[config.mk]
export PLATFORM = sky130hd
export DESIGN_NAME = msg_scroll_src
export DESIGN_NICKNAME = d
export VERILOG_FILES = /design/src/rtl/msg_scroll_pkg.sv /design/src/rtl/msg_scroll_src_tick.sv /design/src/rtl/msg_scroll_src.sv
export SDC_FILE = /design/constraint.sdc
export NUM_CORES = 1
export LEC_CHECK = 0
export CAP_MARGIN = 10
export CELL_PAD_IN_SITES_DETAIL_PLACEMENT = 1
export CELL_PAD_IN_SITES_GLOBAL_PLACEMENT = 2
export CORE_UTILIZATION = 39
export CTS_BUF_LIST = sky130_fd_sc_hd__clkbuf_4
export CTS_CLUSTER_DIAMETER = 60
export DETAILED_ROUTE_END_ITERATION = 8
export PLACE_DENSITY = 0.85
export SETUP_SLACK_MARGIN = 0.2
export SYNTH_ARGS = -nofsm -noshare
export SYNTH_HDL_FRONTEND = slang
export SYNTH_SLANG_ARGS = --single-unit
[constraint.sdc]
create_clock -name clk -period 7.63 [get_ports clk]
set_input_delay 0.763 -clock clk [delete_from_list [all_inputs] [get_ports clk]]
set_output_delay 0.763 -clock clk [all_outputs]
set_load 0.01 [all_outputs]
[src/rtl/msg_scroll_pkg.sv]
// rtl/msg_scroll_pkg.sv - character codes and 14-segment encoder for the scrolling message source
package msg_scroll_pkg;

  localparam int CH_W  = 6;
  localparam int SEG_W = 14;

  localparam logic [CH_W-1:0] CH_SPACE = 6'd0;
  localparam logic [CH_W-1:0] CH_A = 6'd1,  CH_B = 6'd2,  CH_C = 6'd3,  CH_D = 6'd4,
                              CH_E = 6'd5,  CH_F = 6'd6,  CH_G = 6'd7,  CH_H = 6'd8,
                              CH_I = 6'd9,  CH_J = 6'd10, CH_K = 6'd11, CH_L = 6'd12,
                              CH_M = 6'd13, CH_N = 6'd14, CH_O = 6'd15, CH_P = 6'd16,
                              CH_Q = 6'd17, CH_R = 6'd18, CH_S = 6'd19, CH_T = 6'd20,
                              CH_U = 6'd21, CH_V = 6'd22, CH_W_ = 6'd23, CH_X = 6'd24,
                              CH_Y = 6'd25, CH_Z = 6'd26;
  localparam logic [CH_W-1:0] CH_NN = 6'd27;
  localparam logic [CH_W-1:0] CH_D0 = 6'd28, CH_D1 = 6'd29, CH_D2 = 6'd30, CH_D3 = 6'd31,
                              CH_D4 = 6'd32, CH_D5 = 6'd33, CH_D6 = 6'd34, CH_D7 = 6'd35,
                              CH_D8 = 6'd36, CH_D9 = 6'd37;

  // Bit 13 = a, 12 = b, 11 = c, 10 = d, 9 = e, 8 = f, 7 = g1, 6 = g2,
  // 5 = h, 4 = i, 3 = j, 2 = k, 1 = l, 0 = m. Unused codes render blank.
  function automatic logic [SEG_W-1:0] seg_enc(input logic [CH_W-1:0] code);
    case (code)
      CH_A:  return 14'h3BC0;
      CH_B:  return 14'h3C52;
      CH_C:  return 14'h2700;
      CH_D:  return 14'h3C12;
      CH_E:  return 14'h2780;
      CH_F:  return 14'h2380;
      CH_G:  return 14'h2F40;
      CH_H:  return 14'h1BC0;
      CH_I:  return 14'h2412;
      CH_J:  return 14'h1E00;
      CH_K:  return 14'h0389;
      CH_L:  return 14'h0700;
      CH_M:  return 14'h1B28;
      CH_N:  return 14'h1B21;
      CH_O:  return 14'h3F00;
      CH_P:  return 14'h33C0;
      CH_Q:  return 14'h3F01;
      CH_R:  return 14'h33C1;
      CH_S:  return 14'h2DC0;
      CH_T:  return 14'h2012;
      CH_U:  return 14'h1F00;
      CH_V:  return 14'h030C;
      CH_W_: return 14'h1B05;
      CH_X:  return 14'h002D;
      CH_Y:  return 14'h002A;
      CH_Z:  return 14'h240C;
      CH_NN: return 14'h3B21;
      CH_D0: return 14'h3F0C;
      CH_D1: return 14'h1808;
      CH_D2: return 14'h36C0;
      CH_D3: return 14'h3C40;
      CH_D4: return 14'h19C0;
      CH_D5: return 14'h2DC0;
      CH_D6: return 14'h2FC0;
      CH_D7: return 14'h3800;
      CH_D8: return 14'h3FC0;
      CH_D9: return 14'h3DC0;
      default: return 14'h0000;
    endcase
  endfunction

endpackage

[src/rtl/msg_scroll_src_tick.sv]
// rtl/msg_scroll_src_tick.sv - scroll prescaler with a sticky pending-step flag
module scroll_tick #(
  parameter int DIV = 12000000
) (
  input  logic clk,
  input  logic rst,
  input  logic en,
  input  logic clr,
  input  logic ack,
  output logic pending
);

  localparam int CW = $clog2(DIV);

  logic [CW-1:0] cnt;
  logic          tick;

  assign tick = en && (cnt == CW'(DIV - 1));

  // Count enabled cycles; an expiry latches pending until the commit acknowledges it.
  // A fresh expiry in the acknowledge cycle keeps the flag set.
  always_ff @(posedge clk or posedge rst) begin
    if (rst) begin
      cnt     <= '0;
      pending <= 1'b0;
    end else if (clr) begin
      cnt     <= '0;
      pending <= 1'b0;
    end else begin
      if (en) cnt <= tick ? '0 : cnt + CW'(1);
      pending <= tick || (pending && !ack);
    end
  end

endmodule

[src/rtl/msg_scroll_src.sv]
// rtl/msg_scroll_src.sv - message buffer, scroll offset and per-digit segment lookup
module msg_scroll_src
  import msg_scroll_pkg::*;
#(
  parameter int MAX_LEN    = 32,
  parameter int SCROLL_DIV = 12000000,
  parameter int NUM_DIG    = 12
) (
  input  logic        clk,
  input  logic        rst,
  input  logic        wr_en,
  input  logic [4:0]  wr_addr,
  input  logic [5:0]  wr_char,
  input  logic        len_we,
  input  logic [5:0]  len_in,
  input  logic        scroll_en,
  input  logic [3:0]  dig_idx,
  output logic [13:0] seg,
  output logic        wrap
);

  localparam int          AW      = $clog2(MAX_LEN);
  localparam logic [5:0]  LEN_MAX = 6'(MAX_LEN);

  logic [CH_W-1:0] mem [MAX_LEN];
  logic [5:0]      msg_len;
  logic [5:0]      offset;
  logic            pending;
  logic            commit;
  logic            blank;
  logic [6:0]      period;
  logic [6:0]      p_raw;
  logic [6:0]      p_fold;
  logic [6:0]      off_inc;

  // Position in the virtual stream (message + NUM_DIG blanks) for the scanned digit.
  always_comb begin
    period  = 7'(msg_len) + 7'(NUM_DIG);
    p_raw   = 7'(offset) + 7'(dig_idx);
    p_fold  = (p_raw >= period) ? p_raw - period : p_raw;
    off_inc = 7'(offset) + 7'd1;
    commit  = pending && (dig_idx == 4'(NUM_DIG - 1)) && !len_we;
    blank   = (dig_idx >= 4'(NUM_DIG)) || (p_fold >= 7'(msg_len)) || (msg_len == 6'd0);
  end

  scroll_tick #(.DIV(SCROLL_DIV)) u_tick (
    .clk     (clk),
    .rst     (rst),
    .en      (scroll_en && (msg_len != 6'd0)),
    .clr     (len_we),
    .ack     (commit),
    .pending (pending)
  );

  // Character buffer; reads below see the pre-write contents in a collision cycle.
  always_ff @(posedge clk or posedge rst) begin
    if (rst) begin
      for (int i = 0; i < MAX_LEN; i++) mem[i] <= CH_SPACE;
    end else if (wr_en) begin
      mem[wr_addr[AW-1:0]] <= wr_char;
    end
  end

  // Length load restarts the scroll; otherwise steps are applied only at the last digit.
  always_ff @(posedge clk or posedge rst) begin
    if (rst) begin
      msg_len <= '0;
      offset  <= '0;
      wrap    <= 1'b0;
    end else if (len_we) begin
      msg_len <= (len_in > LEN_MAX) ? LEN_MAX : len_in;
      offset  <= '0;
      wrap    <= 1'b0;
    end else begin
      wrap <= commit && (off_inc == period);
      if (commit) offset <= (off_inc == period) ? 6'd0 : off_inc[5:0];
    end
  end

  // Registered segment lookup for the scanned digit.
  always_ff @(posedge clk or posedge rst) begin
    if (rst) seg <= '0;
    else     seg <= blank ? 14'h0000 : seg_enc(mem[p_fold[AW-1:0]]);
  end

endmodule

* Yosys cells after proc, flatten, opt, wreduce, memory -nomap -nowiden *
Memory sizes are Yosys's and may differ from the RTL's.
Cells that the tools add are included.

word-level totals
  flip-flop bits (word level) = 244
  ROM bits = 896
  input port bits = 26
  output and inout bits = 15
  word-level logic and storage cells = 89
  memories kept = 1

operators by class
  add/subtract/negate cells = 5
  order comparisons = 7
  equality and inequality tests = 3
  mux-type cells = 17
  bitwise gates (word level) = 2
  reductions and logical operators = 16

memory list
  name              depth  bits a word  read ports  clocked after Yosys merged registers in  write ports  RTL line              RTL
  (name not given)  64     14           1           0                                        0            msg_scroll_pkg.sv:23  case (code)

operator list
  cell                   number
  $bwmux 192             1
  $mux 24                3
  $mux 6                 7
  $bmux 6 s5             1
  $demux 6 s5            1
  $add 24x1->24 const B  1
  $eq 24x24->1 const B   1
  $mux 14                1
  $ge 6x6->1 const B     2
  $not 5->6              2
  $add 6x1->7 const B    1
  $add 6x4->7            1
  $add 6x4->7 const B    1
  $eq 7x7->1             1
  $ge 7x6->1             1
  $ge 7x7->1             1
  $logic_and 1x1->1      7
  $mux 7                 1
  $sub 7x7->7            1
  $gt 6x6->1 const B     1
  $logic_not 6->1        1
  $lt 6x1->1 const B     1
  $reduce_bool 6->1      1
  $eq 4x4->1 const B     1
  other kinds (5)        10

* Logic depth before layout (Yosys ltp) *
Gate-level depths: netlist of run 1.
An unclocked memory read counts as a cell.

  depth in word-level cells = 9
  mapped depth = 28
  mapped depth without buffers = 24

* Cells and area by module *
A second synthesis of run 1 with hierarchy kept.

unflattened totals
  cell total of the unflattened synthesis = 1207
  area, all modules = 13339.0 µm²

by module, submodules not included
  module          times used  cells each  area an instance (µm²)  seq. area each (µm²)
  msg_scroll_src  1           1047        11821.3                 5480.3
  scroll_tick     1           160         1517.7                  625.6

* Worst setup path after synthesis of run 1 *
No wires, ideal clock.

  kind = input to register
  start point = input dig_idx[0]
  end point = register seg[12]
  library setup time = 0.096 ns
  data arrival time = 5.419 ns
  data required time = 7.534 ns
  path slack = 2.115 ns
  stages on the path = 24
  path buffers = 4
  cell sequence = ha_1 inv_1 fa_1 nand2b_1 a21oi_1 xor2_1 ha_1 a21oi_1 o21ai_1 a211o_1 nand2_1 buf_4 buf_4 buf_4 buf_2 nand2_1 a221oi_1 o21ai_1 a22oi_2 inv_1 ha_1 o21a_1 a221o_1 a311oi_2

between the ends
  longest elaborated chain between the ends = 9
  elaborated cells on any way between the ends = 14

RTL lines
  element                                           RTL line              RTL
  from (decl)                                       msg_scroll_src.sv:17  input logic [3:0] dig_idx,
  $add 6x4->7                                       msg_scroll_src.sv:39  p_raw = 7'(offset) + 7'(dig_idx);
  $sub 7x7->7 / $ge 7x7->1 (equally long branches)  msg_scroll_src.sv:40  p_fold = (p_raw >= period) ? p_raw - period : p_raw;
  $mux 7                                            msg_scroll_src.sv:40
  $not 5->6 (not written as such)                   msg_scroll_src.sv:83  else seg <= blank ? 14'h0000 : seg_enc(mem[p_fold[AW-1:0]]);
  $bmux 6 s5                                        msg_scroll_src.sv:83
  $mux 6 (not written as such) (2 in a row)         msg_scroll_src.sv:83
  $mem_v2 64x14                                     n/a
  $mux 14 *                                         msg_scroll_src.sv:83
  to (signal assigned)                              msg_scroll_src.sv:83
  to (decl)                                         msg_scroll_src.sv:18  output logic [13:0] seg,

Mark *: on every way between the ends. The rest lies on a longest branch, timed or not. The select of a mux whose other input is x is not followed.
A chain may end at the register's enable or synchronous reset.

* Final worst setup path of run 1 *
  start point = input dig_idx[2]
  end point = register seg[9]

Same word-level chain as after synthesis.

==> metrics, run 1 <==
Final Hold Viols 0; Worst-Margin Slew between 1000 and 1500 ps; Initial Utilization ~40%; net count reported at finish around 1.4k; CP Cell Sequence clkdlybuf4s50_1 -> ha_1 -> a21oi_1 -> a21boi_1 -> o21ai_0 -> xnor2_1 -> ha_1 -> nand2_1 -> o21ai_1 -> a21o_1 -> mux2i_2 -> buf_4 -> mux4_2 -> a22oi_1 -> a22o_1 -> a22oi_2 -> buf_4 -> inv_1 -> ha_1 -> inv_1 -> nor3_1 -> a21oi_1 -> or4_1 -> o311ai_1; drt drc 0; hold_buf cts 0; crit-path max FO 20; Worst setup SP type primary input; initial antenna violation count 1; first-pass GRT wire length ~64000 microns; Worst EP required between 8000 and 9000 ps; Post-synth top cells 244 x dfrtp_1, 201 x mux2_2, 131 x nand2_1, 69 x nor2_1, 54 x nand3_1; worst hold path type reg -> reg; Post-Syn Area between 0.01 and 0.015 sq mm; Switching Fraction 34.8%; Yosys cell types 74; Fillers between 3k and 4k; met1 track demand over resource roughly a third; Max-Slew Margin vs Limit roughly 16%; clk root buf clkbuf_4; DP Wirelength between 20000 and 30000 microns; fin. max-slew vios 0; clock sink count about 240; final setup vio count 0; Arrival @ worst endpoint around 6900 ps; global-route usage over all layers between 20% and 30%; combinational share of power around 30%; Final min period around 6300 ps; num rows 67; Peak Freq around 0.16 GHz; CORE AREA 0.0335 sq mm; FFs w/ async S/R, synth 100%; CTS tree done; Syn Nets approximately 1.3k; PostCTS Resize Cnt 0; Util after Layout around 45%; internal cell power 2.62 mW; routed len/inst 22.2 microns; Setup Fix Bufs, Post-CTS 0; CP max stage delay a little under 600 ps; Critical-path top delay cell mux4_2; Boundary Pins around 40; total net switching power ~1.4 mW; share of the synthesized area in the top cell type a little under half; cell area after placement around 0.014 sq mm; Cell Pwr Density between 200 and 300 mW/mm^2; number of synthesized flops with an enable pin 0; H-tree depth 3; Vias slightly above 10k; DR pass1 iterations 5; leading area contributor after synthesis dfrtp_1; FF+latch count, synth 244; critical path class in -> reg; Port-buffer cells 40; RSZ-0062 raised after global routing no; Seq pwr share between 40% and 50%; Final TNS setup 0 ps; Post-Route WL between 30000 and 40000 microns; yosys warns 0; met3 usage in global routing 4.38%; largest net degree at the start of global routing ~190; average size of a mapped cell 10.8 sq um; CP top delay family compound AO/OA/AOI/OAI gates; Leak around 6.6 nW; Worst-Skew Late Latency roughly 740 ps; area delta synth->final 12.5%; GP Congestion ~0.87; Crit. End Element flip-flop; met2 Use GR between 30% and 40%; CP bufs+invs 5; most frequent cell after synthesis dfrtp_1; grt ovf 0; Synth area leaders dfrtp_1 46%, mux2_2 17%, nand2_1 3.7%, mux2i_1 2.9%, ha_1 2.7%; Worst-path clk slew around 70 ps; Mapped Cells 1228; Max Cap Viol 0; Setup Skew approximately 51 ps; sequential area share after synthesis 46.0%; CTS Buffer Depth 3; vias in the first global route roughly 11k; Clk network pwr share between 20 and 30%; Die H roughly 190 microns; Die X 186 microns; Worst VDD drop 0.125 mV; outcome finished, final reports clean; Final Instance Area 0.0149 sq mm; die area around 0.035 sq mm; part of the cycle the worst path needs 82.2%; post-route ant nets 0; layout cells sized above 1 a little over a quarter; gr busiest metal met2; cell mode on critical path ha_1; main flop type after synthesis dfrtp_1; number of buffers created by CTS 71; via density per instance 5.78; initial DRC count between 600 and 700
## worst register-to-register path, stage by stage (launching register included)
cell,delay [ps]
dfrtp_1,470
ha_1,390
a21oi_1,110
a21boi_1,400
o21ai_0,180
xnor2_1,170
ha_1,390
nand2_1,80
o21ai_1,330
a21o_1,440
mux2i_2,300
buf_4,330
mux4_2,600
a22oi_1,220
a22o_1,210
a22oi_2,70
buf_4,200
inv_1,160
ha_1,270
inv_1,90
nor3_1,190
a21oi_1,60
or4_1,410
o311ai_1,100
## cell type report
cell class	instances	area (sq um)	area share, %
multi-input combinational	889	6700	44.9
sequential	244	6110	40.9
antenna	1	2.50	0.0168
clock buffer	93	698	4.68
timing repair buffer	68	643	4.31
inverter	29	113	0.754
clock inverter	16	105	0.704
tap	448	561	3.76
## cells in the final DEF, fill, tap and decap left out, types with 7 or more instances in the layout
cell type | netlist | routed
mux2i_1 | 39 | 39
dfrtp_1 | 244 | 244
o22ai_1 | 10 | 10
nand2b_1 | 10 | 10
or3_1 | 8 | 8
inv_1 | 26 | 25
xnor2_1 | 12 | 12
xor2_1 | 21 | 21
a32oi_1 | 7 | 7
nor3_1 | 21 | 21
clkdlybuf4s50_1 | 0 | 40
a21o_1 | 7 | 7
nor2_1 | 69 | 69
a221oi_1 | 13 | 13
ha_1 | 29 | 29
a211oi_1 | 7 | 7
clkbuf_4 | 0 | 93
clkinv_1 | 0 | 9
nand3_1 | 54 | 54
a21oi_1 | 42 | 42
a311oi_1 | 9 | 9
nand4_1 | 13 | 13
o21ai_0 | 46 | 46
mux2_2 | 201 | 201
a21boi_0 | 7 | 7
nor4_1 | 7 | 7
and3_1 | 17 | 17
buf_4 | 5 | 25
nand2_1 | 131 | 130
## sequential cells by signal (all words and copies together) (netlist names)
signal          count
mem               192
u_tick.cnt         24
seg                14
msg_len             6
offset              6
u_tick.pending      1
wrap                1
## through the flow
stage                     power (mW)  std cells  hold WS (ps)  setup WS (ps)
after floorplan                 2.47       1228           472           2110
after global placement          2.82       1677           480            846
after detailed placement        2.86       1677           489            727
after CTS                       4.05       1786           504           1450
after global routing            4.25       1788           514            948
final                           4.02       1788           503           1360
## cell families (layout without fill, tap and decap cells)
| kind of cell | count (synthesis) | in the layout | share of synthesized area [%] |
|---|---|---|---|
| DFF | 244 | 244 | 46.0 |
| buffers and inverters | 95 | 206 | 3.48 |
| adders and majority gates | 31 | 31 | 3.04 |
| other | 0 | 1 | 0 |
| AOI/OAI and AO/OA | 211 | 211 | 11.2 |
| xor gates and xnor gates | 33 | 33 | 2.18 |
| and+or+nand+nor | 368 | 368 | 13.3 |
| muxes | 246 | 246 | 20.8 |
## path summary, 6_finish.rpt
path / cells past startpoint / endpoint / start / slack, ps
setup / recovery: 24 / seg[9] / dig_idx[2] / 1360
min in group asynchronous: 3 / mem[75] / rst / 630
hold / removal: 1 / mem[183] / mem[183] / 500
setup reg to reg: 23 / seg[9] / offset[2] / 1370
hold reg to reg: 1 / mem[183] / mem[183] / 500
max in group asynchronous: 4 / mem[164] / rst / 5460
## layer usage
| layer | vias up | wire [microns] |
|---|---|---|
| met5 | - | 0 |
| met4 | 0 | 1140 |
| met3 | 77 | 2100 |
| met2 | 306 | 18400 |
| met1 | 5308 | 18100 |
| li1 | 4643 | - |
## power by group through the flow
stage	sequential, mW	combinational [mW]	clock, mW
2_1_floorplan	1.63	0.848	0
3_3_place_gp	1.64	1.18	0
3_5_place_dp	1.66	1.20	0
4_1_cts	1.63	1.20	1.21
5_1_grt	1.66	1.31	1.28
6_report	1.64	1.21	1.18
(Power assumes the default switching activity.)
==> inputs of run 2 (changes only) <==
clock period = 5.1 ns   (was 7.63 ns; I/O delays follow)
==> metrics, run 2 (synthesized netlist as in run 1, its figures left out) <==
Leak 7.57 nW (+15%); Port-buffer cells 40 (unchanged); area delta synth->final 26.9%; FF+latch area 0.00611 sq mm (about the same); most frequent cells in the layout 243 x dfrtp_1, 201 x mux2_2, 162 x buf_4, 130 x nand2_1, 107 x clkbuf_4; global-route usage over all layers 24.5% (+1.3 points); Arrival @ worst endpoint 5550 ps (-1330 ps); CP bufs+invs 5 (unchanged); GP Congestion 0.883 (+1.9%); critical path class reg -> reg; # placed instances 1816 (+8.3%); Worst-Skew Late Latency 720 ps (-20 ps); Worst EP required 5690 ps (-2550 ps); Cell Pwr Density 402 mW/mm^2 (+49%); grt ovf 0 (unchanged); Initial Utilization 39.6% (unchanged); Post-Route WL 42300 microns (+6.4%); cell area after placement 0.0154 sq mm (+9.2%); Critical R2R Capture seg[12]; CP max stage delay 390 ps (-190 ps); CTS tree done; Boundary Pins 41 (unchanged); Max-Slew Margin vs Limit 22.9% (+6.5 points); CP Cell Sequence ha_4 -> inv_2 -> fa_2 -> nand2b_4 -> a21oi_4 -> xor2_2 -> ha_4 -> a21oi_4 -> o21ai_4 -> a21o_4 -> buf_4 -> mux2i_2 -> buf_4 -> nor2_1 -> nand2_1 -> a22o_1 -> a22oi_2 -> inv_2 -> buf_12 -> ha_4 -> o21a_1 -> a221o_1 -> a311oi_2; routed len/inst 21.6 microns (-3.0%); DR pass1 iterations 7 (+2); net count reported at finish 1517 (+12%); clk root buf clkbuf_4; part of the cycle the worst path needs around 97%; cell mode on critical path ha_4; first-pass GRT wire length 67500 microns (+5.7%); CP top delay family compound AO/OA/AOI/OAI gates; Worst setup SP type flip-flop; vias in the first global route 12.0k (+9.1%); Final min period ~5000 ps; Setup Skew 37.6 ps (-13.7 ps); number of buffers created by CTS 72 (+1.4%); post-route ant nets 0 (unchanged); fin. max-slew vios 0 (unchanged); via density per instance 5.64 (-2.5%); Fillers 3680 (-0.73%); num rows 67 (unchanged); Final Hold Viols 0 (unchanged); Die H 186 microns (unchanged); Vias 11.1k (+7.0%); initial DRC count 634 (-2.2%); Final Instance Area 0.0168 sq mm (+13%); layout cells sized above 1 38.8% (+12 points); outcome finished, final reports clean; Crit. End Element flip-flop; largest net degree at the start of global routing 159 (-15%); die area 0.0348 sq mm (unchanged); DP Wirelength 29200 microns (+10%); hold_buf cts 0 (unchanged); Die X 186 microns (unchanged); Worst-Margin Slew 1150 ps (-96.7 ps); Top Registers mem (192), u_tick.cnt (24), seg (14); Peak Freq 0.202 GHz; commonest non-fill, non-tap cell in the layout dfrtp_1; crit-path max FO 7 (-65%); Max Cap Viol 0 (unchanged); final setup vio count 0 (unchanged); drt drc 0 (unchanged); most flop-heavy register mem; Multi-input gate area 0.00711 sq mm (+6.1%); Worst VDD drop 0.204 mV (+63%); initial antenna violation count 1 (unchanged); Largest register FFs 192 (unchanged); clock sink count 244 (unchanged); FF-to-FF path depth 23 (unchanged); CORE AREA 0.0335 sq mm (unchanged); FF-to-FF setup slack 140 ps (-1230 ps); Finished Layout Cells 1962 (+9.7%); CTS Buffer Depth 3 (unchanged); worst hold path type in -> async; Worst-path clk slew 60 ps (about the same); H-tree depth 3 (unchanged); FF-to-FF Start offset[0]; Critical-path top delay cell dfrtp_2; RSZ-0062 raised after global routing yes
[run 2: cell types whose count changed in the layout (fill, tap and decap cells not counted), moves of 5 or more]
cell,change
buf_12,+11
a21oi_1,-7
a221oi_1,-5
ha_1,-9
a221oi_2,+5
clkbuf_4,+14
inv_1,-5
ha_4,+7
buf_6,+6
clkinv_1,+5
buf_4,+137
[run 2: timing repair]
item	in CTS	in global routing
pin swaps	4	20
gates cloned	0	1
buffers inserted	9	6
setup endpoints to repair	14	14
resized for setup	27	41
[run 2: stage by stage]
step	hold slack (ps)	TNS, ps	worst slack, ps	util (%)	total power, mW
after floorplan	472	0	124	-	3.75
after global placement	481	-7040	-640	45.9	4.61
after detailed placement	489	-8280	-716	45.9	4.70
after CTS	329	0	193	49.2	6.68
after global routing	359	-69.7	-69.7	50.2	7.15
final	343	0	144	50.2	6.77
[run 2: where the power goes]
group	switching, mW	internal [mW]
registers	0.184	2.27
clock network	0.888	1.01
logic	1.22	1.19
[run 2: worst register-to-register path: cells and delay by family (launching register included)]
family                     cells  cell delay, ps
AOI/OAI and AO/OA              9            1970
adders and majority gates      4             900
buffers and inverters          5             630
and+or+nand+nor                3             560
DFF                            1             390
xor gates and xnor gates       1             230
muxes                          1             180
[run 2: area by class of cell]
cell class                 instances  area share (%)
antenna                            1          0.0149
clock buffer                     107            4.77
clock inverter                    20           0.661
inverter                          29           0.728
multi-input combinational        889            42.2
sequential                       244            36.3
tap                              448            3.33
timing repair buffer             224            12.0
[run 2: worst max-delay path by stage]
stage / slack [ps] / start / endpoint / cells past startpoint
after floorplan: 120 / dig_idx[0] / seg[10] / 25
after CTS: 190 / offset[0] / seg[8] / 23
after global placement: -640 / dig_idx[0] / seg[10] / 22
final: 140 / offset[0] / seg[12] / 23
after detailed placement: -720 / dig_idx[0] / seg[10] / 22
after global routing: -70 / offset[0] / seg[12] / 23
[run 2: metal layers]
layer / track usage, % / vias up / share of wire (%) / routed length, microns
met5: 0 / - / 0 / 0
met4: 9.95 / 0 / 3.7 / 1550
met3: 4.23 / 105 / 4.5 / 1920
met2: 40.6 / 287 / 49 / 20700
met1: 31.8 / 5691 / 43 / 18100
li1: - / 4975 / - / -
